[src/rtl/pc_fetch_stage.sv]
// Fetch stage: PC register, single-outstanding instruction-memory requests and a small
// instruction buffer toward decode. Optional build macro: FETCH_ALIGN_CHECK_EN.
module pc_fetch_stage #(
    parameter logic [31:0] RESET_PC   = 32'h0000_0000,
    parameter int          FIFO_DEPTH = 2
) (
    input  logic        clk,
    input  logic        reset,
    input  logic [31:0] pc_next,
    input  logic        flush,
    output logic [31:0] pc_f,
    output logic [31:0] pc_plus4_f,
    output logic        imem_req_valid,
    input  logic        imem_req_ready,
    input  logic        imem_resp_valid,
    input  logic [31:0] imem_resp_data,
    output logic [31:0] instr_d,
    output logic [31:0] pc_d,
    output logic        instr_valid_d,
`ifdef FETCH_ALIGN_CHECK_EN
    output logic        misaligned_d,
`endif
    input  logic        instr_ready_d
);

    localparam int PTR_W = (FIFO_DEPTH > 1) ? $clog2(FIFO_DEPTH) : 1;
    localparam int CNT_W = PTR_W + 1;
    localparam logic [CNT_W-1:0] DEPTH_C = CNT_W'(FIFO_DEPTH);
    localparam logic [31:0] NOP_INSTR = 32'h0000_0013;

    typedef enum logic [0:0] {
        ST_FETCH = 1'b0,
        ST_WAIT  = 1'b1
    } state_t;

    state_t            state_r;
    logic [31:0]       pc_r;
    logic [31:0]       pc_req_r;
    logic              outstanding_r;
    logic              kill_r;
    logic [CNT_W-1:0]  count_r;
    logic [PTR_W-1:0]  wr_ptr_r;
    logic [PTR_W-1:0]  rd_ptr_r;
    logic [31:0]       fifo_pc_r    [FIFO_DEPTH];
    logic [31:0]       fifo_instr_r [FIFO_DEPTH];
`ifdef FETCH_ALIGN_CHECK_EN
    logic              fifo_mis_r   [FIFO_DEPTH];
    logic              push_mis_s;
`endif

    logic [CNT_W-1:0]  occ_s;
    logic              room_s;
    logic              req_valid_s;
    logic              accept_s;
    logic              push_s;
    logic              pop_s;
    logic              instr_valid_s;
    logic [31:0]       push_pc_s;
    logic [31:0]       push_instr_s;

    // Occupancy counts the in-flight request so a response always finds a free slot.
    assign occ_s         = count_r + {{(CNT_W-1){1'b0}}, outstanding_r};
    assign room_s        = (occ_s < DEPTH_C);
    assign instr_valid_s = (count_r != {CNT_W{1'b0}});
    assign pop_s         = instr_valid_s && instr_ready_d;
    assign accept_s      = req_valid_s && imem_req_ready;

    // Request generation and selection of the entry to push this cycle.
    always_comb begin
        req_valid_s  = 1'b0;
        push_s       = 1'b0;
        push_pc_s    = pc_req_r;
        push_instr_s = imem_resp_data;
`ifdef FETCH_ALIGN_CHECK_EN
        push_mis_s   = 1'b0;
`endif
        case (state_r)
            ST_FETCH: begin
                if (reset || flush) begin
                    req_valid_s = 1'b0;
                end
`ifdef FETCH_ALIGN_CHECK_EN
                else if (pc_r[1:0] != 2'b00) begin
                    push_s       = room_s;
                    push_pc_s    = pc_r;
                    push_instr_s = NOP_INSTR;
                    push_mis_s   = 1'b1;
                end
`endif
                else begin
                    req_valid_s = room_s;
                end
            end
            ST_WAIT: begin
                if (imem_resp_valid && !kill_r && !flush) begin
                    push_s = 1'b1;
                end else begin
                    push_s = 1'b0;
                end
            end
            default: begin
                req_valid_s = 1'b0;
                push_s      = 1'b0;
            end
        endcase
    end

    // Fetch control FSM: PC, outstanding-request tracking and response kill.
    always_ff @(posedge clk or posedge reset) begin
        if (reset) begin
            state_r       <= ST_FETCH;
            pc_r          <= RESET_PC;
            pc_req_r      <= 32'h0000_0000;
            outstanding_r <= 1'b0;
            kill_r        <= 1'b0;
        end else if (flush) begin
            pc_r <= pc_next;
            // A response landing in the flush cycle closes the transaction itself.
            if ((state_r == ST_WAIT) && !imem_resp_valid) begin
                state_r       <= ST_WAIT;
                outstanding_r <= 1'b1;
                kill_r        <= 1'b1;
            end else begin
                state_r       <= ST_FETCH;
                outstanding_r <= 1'b0;
                kill_r        <= 1'b0;
            end
        end else begin
            case (state_r)
                ST_FETCH: begin
                    if (accept_s) begin
                        pc_r          <= pc_next;
                        pc_req_r      <= pc_r;
                        outstanding_r <= 1'b1;
                        state_r       <= ST_WAIT;
                    end else if (push_s) begin
                        pc_r <= pc_next;
                    end else begin
                        pc_r <= pc_r;
                    end
                end
                ST_WAIT: begin
                    if (imem_resp_valid) begin
                        outstanding_r <= 1'b0;
                        kill_r        <= 1'b0;
                        state_r       <= ST_FETCH;
                    end else begin
                        state_r <= ST_WAIT;
                    end
                end
                default: begin
                    state_r       <= ST_FETCH;
                    outstanding_r <= 1'b0;
                    kill_r        <= 1'b0;
                end
            endcase
        end
    end

    // Instruction buffer: circular FIFO, cleared on flush.
    always_ff @(posedge clk or posedge reset) begin
        if (reset) begin
            count_r  <= {CNT_W{1'b0}};
            wr_ptr_r <= {PTR_W{1'b0}};
            rd_ptr_r <= {PTR_W{1'b0}};
            for (int i = 0; i < FIFO_DEPTH; i++) begin
                fifo_pc_r[i]    <= 32'h0000_0000;
                fifo_instr_r[i] <= 32'h0000_0000;
`ifdef FETCH_ALIGN_CHECK_EN
                fifo_mis_r[i]   <= 1'b0;
`endif
            end
        end else if (flush) begin
            count_r  <= {CNT_W{1'b0}};
            wr_ptr_r <= {PTR_W{1'b0}};
            rd_ptr_r <= {PTR_W{1'b0}};
        end else begin
            if (push_s) begin
                fifo_pc_r[wr_ptr_r]    <= push_pc_s;
                fifo_instr_r[wr_ptr_r] <= push_instr_s;
`ifdef FETCH_ALIGN_CHECK_EN
                fifo_mis_r[wr_ptr_r]   <= push_mis_s;
`endif
                wr_ptr_r <= wr_ptr_r + 1'b1;
            end else begin
                wr_ptr_r <= wr_ptr_r;
            end
            if (pop_s) begin
                rd_ptr_r <= rd_ptr_r + 1'b1;
            end else begin
                rd_ptr_r <= rd_ptr_r;
            end
            case ({push_s, pop_s})
                2'b10:   count_r <= count_r + 1'b1;
                2'b01:   count_r <= count_r - 1'b1;
                default: count_r <= count_r;
            endcase
        end
    end

    assign pc_f           = pc_r;
    assign pc_plus4_f     = pc_r + 32'd4;
    assign imem_req_valid = req_valid_s;
    assign instr_d        = fifo_instr_r[rd_ptr_r];
    assign pc_d           = fifo_pc_r[rd_ptr_r];
    assign instr_valid_d  = instr_valid_s;
`ifdef FETCH_ALIGN_CHECK_EN
    assign misaligned_d   = fifo_mis_r[rd_ptr_r];
`endif

endmodule

[config.mk]
export PLATFORM = sky130hd
export DESIGN_NAME = pc_fetch_stage
export DESIGN_NICKNAME = d
export VERILOG_FILES = /design/src/rtl/pc_fetch_stage.sv
export SDC_FILE = /design/constraint.sdc
export NUM_CORES = 1
export LEC_CHECK = 0
export ABC_AREA = 1
export BUFFER_PORTS_ARGS = -buffer_cell sky130_fd_sc_hd__buf_2
export CORE_ASPECT_RATIO = 0.6
export CORE_UTILIZATION = 51
export CTS_BUF_LIST = sky130_fd_sc_hd__clkbuf_8
export CTS_CLUSTER_DIAMETER = 50
export CTS_CLUSTER_SIZE = 14
export DETAILED_ROUTE_END_ITERATION = 12
export HOLD_SLACK_MARGIN = 0.03
export PLACE_DENSITY = 0.82
export SYNTH_ARGS = -nofsm -noshare
export SYNTH_HDL_FRONTEND = slang
export SYNTH_SLANG_ARGS = --single-unit
export TNS_END_PERCENT = 5
[constraint.sdc]
create_clock -name clk -period 6.5 [get_ports clk]
set_input_delay 0.975 -clock clk [delete_from_list [all_inputs] [get_ports clk]]
set_output_delay 0.975 -clock clk [all_outputs]
set_load 0.01 [all_outputs]
==> results.sh <==
export IMPL_status="complete, no violations"
export IMPL_worstSkewPairLatency_ns=0.46
export IMPL_synth_ff_type="dfrtp_1"
export IMPL_synth_xor_area_frac=0.0153
export IMPL_synth_warnings=0
export IMPL_crit_path_max_fanout=53
export IMPL_crit_family="buffers and inverters"
export IMPL_cp_num_buf_inv=4
export IMPL_setup_viol=0
export IMPL_crit_chain="buf_2, clkinvlp_4, buf_4, nand3_1, nor2_2, and2_1, buf_2"
export IMPL_slew_headroom=0.375
export IMPL_synthAdderAreaFrac=0.00136
export IMPL_wl_met2_um=9900
export IMPL_power_share_switching=0.382
export IMPL_grt_pass1_vias=7499
export IMPL_numPortBuffers=199
export IMPL_final_setup_skew_ns=0.0155
export IMPL_period_needed_ns=3.33
export IMPL_postRouteAntennaNets=0
export IMPL_critPathLaunchType="input port"
export IMPL_combPwrFrac=0.308
export IMPL_critical_path_max_stage_delay_ns=0.54
export IMPL_worst_pin_slew_ns=0.938
export IMPL_viasPerCell=5.05
export IMPL_htreeDepth=4
export IMPL_slowest_stage="buf_4"
export IMPL_final_cell_mix="nand2_1, buf_2, dfrtp_1"
export IMPL_avgSynthCellArea_sq_um=7.74
export IMPL_hold_class="flop to flop"
export IMPL_max_freq_ghz=0.300
export IMPL_wl_per_cell_um=14.1
export IMPL_pre_cts_slack_ns=2.90
export IMPL_top_layer="met4"
export IMPL_p_sw_mw=1.46
export IMPL_via_count=8073
export IMPL_initial_utilization=0.529
export IMPL_met3WireLength_um=1600
export IMPL_die_w_um=175
export IMPL_crit_top_cell="buf_2"
export IMPL_synthArstFlopShare=1.00
export IMPL_cts_resized=0
export IMPL_p_clk_frac=0.214
export IMPL_synthCells=1185
export IMPL_dpl_hpwl_um=15700
export IMPL_synthMuxAreaShare=0
export IMPL_drv_cap=0
export IMPL_antenna_found_initial=0
export IMPL_grt_pass1_wl_um=37700
export IMPL_power_frac_seq=0.478
export IMPL_slew_viol_final=0
export IMPL_overflow=0
export IMPL_finalSetupTns_ns=0
export IMPL_die_area_sq_mm=0.0186
export IMPL_clockBufferDepth=2
export IMPL_powerDensity_mw_per_mm2=359
export IMPL_cts_root_buf="clkbuf_8"
export IMPL_syn_num_nets=1256
export IMPL_die_y_um=106
export IMPL_synth_top_family_by_area="simple AND/OR/NAND/NOR gates"
export IMPL_layout_drive_gt1_share=0.188
export IMPL_p_int_mw=2.36
export IMPL_coreArea_sq_mm=0.0174
export IMPL_first_iter_violations=735
export IMPL_syn_to_final_growth_pct=16.3
export IMPL_cts_buffers=17
export IMPL_post_route_drc_count=0
export IMPL_cts_tree="yes"
export IMPL_finalNetCount=1423
export IMPL_ir_drop_v=0.000224
export IMPL_ctsHoldBuffers=0
export IMPL_synth_edff_count=0
export IMPL_num_rows=37
export IMPL_nFillCells=1611
export IMPL_finalWorstSetupSlack_ns=3.17
export IMPL_ys_ff_latch=199
export IMPL_grt_use_total=0.256
export IMPL_rsz0062_at_grt="false"
export IMPL_ys_types=25
export IMPL_dr_pass1_iters=5
export IMPL_synth_simple_area_share=0.270
export IMPL_fin_crit_sh=0.513
export IMPL_clk_pin_slew_worst_paths_ns=0.10
export IMPL_wl_met1_um=10900
export IMPL_p_leak_nw=5.85
export IMPL_cp_arrival_ns=2.36
export IMPL_finalWeightedCongestion=0.957
export IMPL_post_cts_buffers=0
export IMPL_cp_required_ns=5.52
export IMPL_hold_viol_final=0
export IMPL_grt_max_degree=100
export IMPL_synth_compound_area_frac=0.0914
export IMPL_hold_slack_ns=0.493
export IMPL_syn_area_sq_mm=0.00918
export IMPL_seq_area_frac_synth=0.543
export IMPL_crit_path_end_kind="primary output"
export IMPL_clkSinkCount=199
export IMPL_final_common_cell="nand2_1"
export IMPL_ioPinCount=200
export IMPL_totalWireLength_um=22600
export IMPL_path_class="input port to primary output"
export IMPL_antenna_cells=0
[layout make-up]
type	instances	area, sq um	share of cell area
Sequential cell	199	4980	0.467
Multi-Input combinational cell	813	3490	0.327
Timing Repair Buffer	208	1060	0.0996
Inverter	113	428	0.0401
Tap cell	234	293	0.0274
Clock buffer	17	234	0.0219
Clock inverter	15	185	0.0173
[final timing paths]
kind | start | end | slack (ns) | cells after the start
max in group asynchronous | reset | rd_ptr_r | 4.34 | 4
setup / recovery | reset | imem_req_valid | 3.17 | 7
min in group asynchronous | reset | fifo_pc_r[41] | 0.70 | 3
setup reg to reg | count_r[1] | pc_f[16] | 3.85 | 9
hold / removal | pc_req_r[12] | pc_req_r[12] | 0.49 | 2
hold reg to reg | pc_req_r[12] | pc_req_r[12] | 0.49 | 2
[power by group through the flow]
| stage | clock network, mW | registers (mW) | logic [mW] |
|---|---|---|---|
| floorplan | 0 | 1.80 | 0.772 |
| global placement | 0 | 1.84 | 1.15 |
| detailed placement | 0 | 1.85 | 1.19 |
| CTS | 0.838 | 1.83 | 1.19 |
| global route | 0.886 | 1.88 | 1.35 |
| finish | 0.818 | 1.83 | 1.18 |
[cell usage after synthesis, types with 2 or more instances]
cell type | count | area [sq um]
nand2_1 | 517 | 1940
dfrtp_1 | 199 | 4980
inv_1 | 110 | 413
o21ai_1 | 88 | 440
o21ai_0 | 76 | 380
nand3_1 | 52 | 260
nor2_1 | 46 | 173
buf_2 | 30 | 150
clkbuf_1 | 19 | 71.3
xor2_1 | 16 | 140
nor2_2 | 5 | 31.3
buf_1 | 4 | 15.0
buf_4 | 4 | 30.0
buf_6 | 3 | 33.8
nand2_2 | 3 | 18.8
a21oi_1 | 2 | 10.0
inv_2 | 2 | 7.51
nand4_1 | 2 | 12.5
[registers in the layout, summed over array words and instances (netlist names)]
| signal | cells |
|---|---|
| count_r | 2 |
| kill_r | 1 |
| state_r | 1 |
| outstanding_r | 1 |
| fifo_pc_r | 64 |
| fifo_instr_r | 64 |
| pc_req_r | 32 |
| rd_ptr_r | 1 |
| pc_f | 32 |
| wr_ptr_r | 1 |
[tightest hold or removal path: cells and delay by family (launching register included)]
family	cells	cell delay (ns)
flops	1	0.36
compound gates	1	0.06
simple gates	1	0.05
[logic make-up (layout without fill, tap and decap cells)]
kind of cell,count (synthesis),in the layout
xor gates and xnor gates,16,16
DFF,199,199
buffers and inverters,173,353
and+or+nand+nor,629,629
AOI/OAI and AO/OA,167,167
adders and majority gates,1,1
[through the flow]
step                      std cells  area (sq um)  total power [mW]  utilization
after floorplan                1185          9180              2.57            -
after global placement         1567         10300              2.99        0.591
after detailed placement       1567         10300              3.04        0.591
after CTS                      1599         10700              3.86        0.615
after global routing           1599         10700              4.12        0.615
final                          1599         10700              3.83        0.615
[routing by layer]
metal	global-route usage	vias up
met5	0	-
met4	0.0466	0
met3	0.0461	17
met2	0.385	274
met1	0.391	3783
li1	-	3999
(Power assumes the default switching activity.)
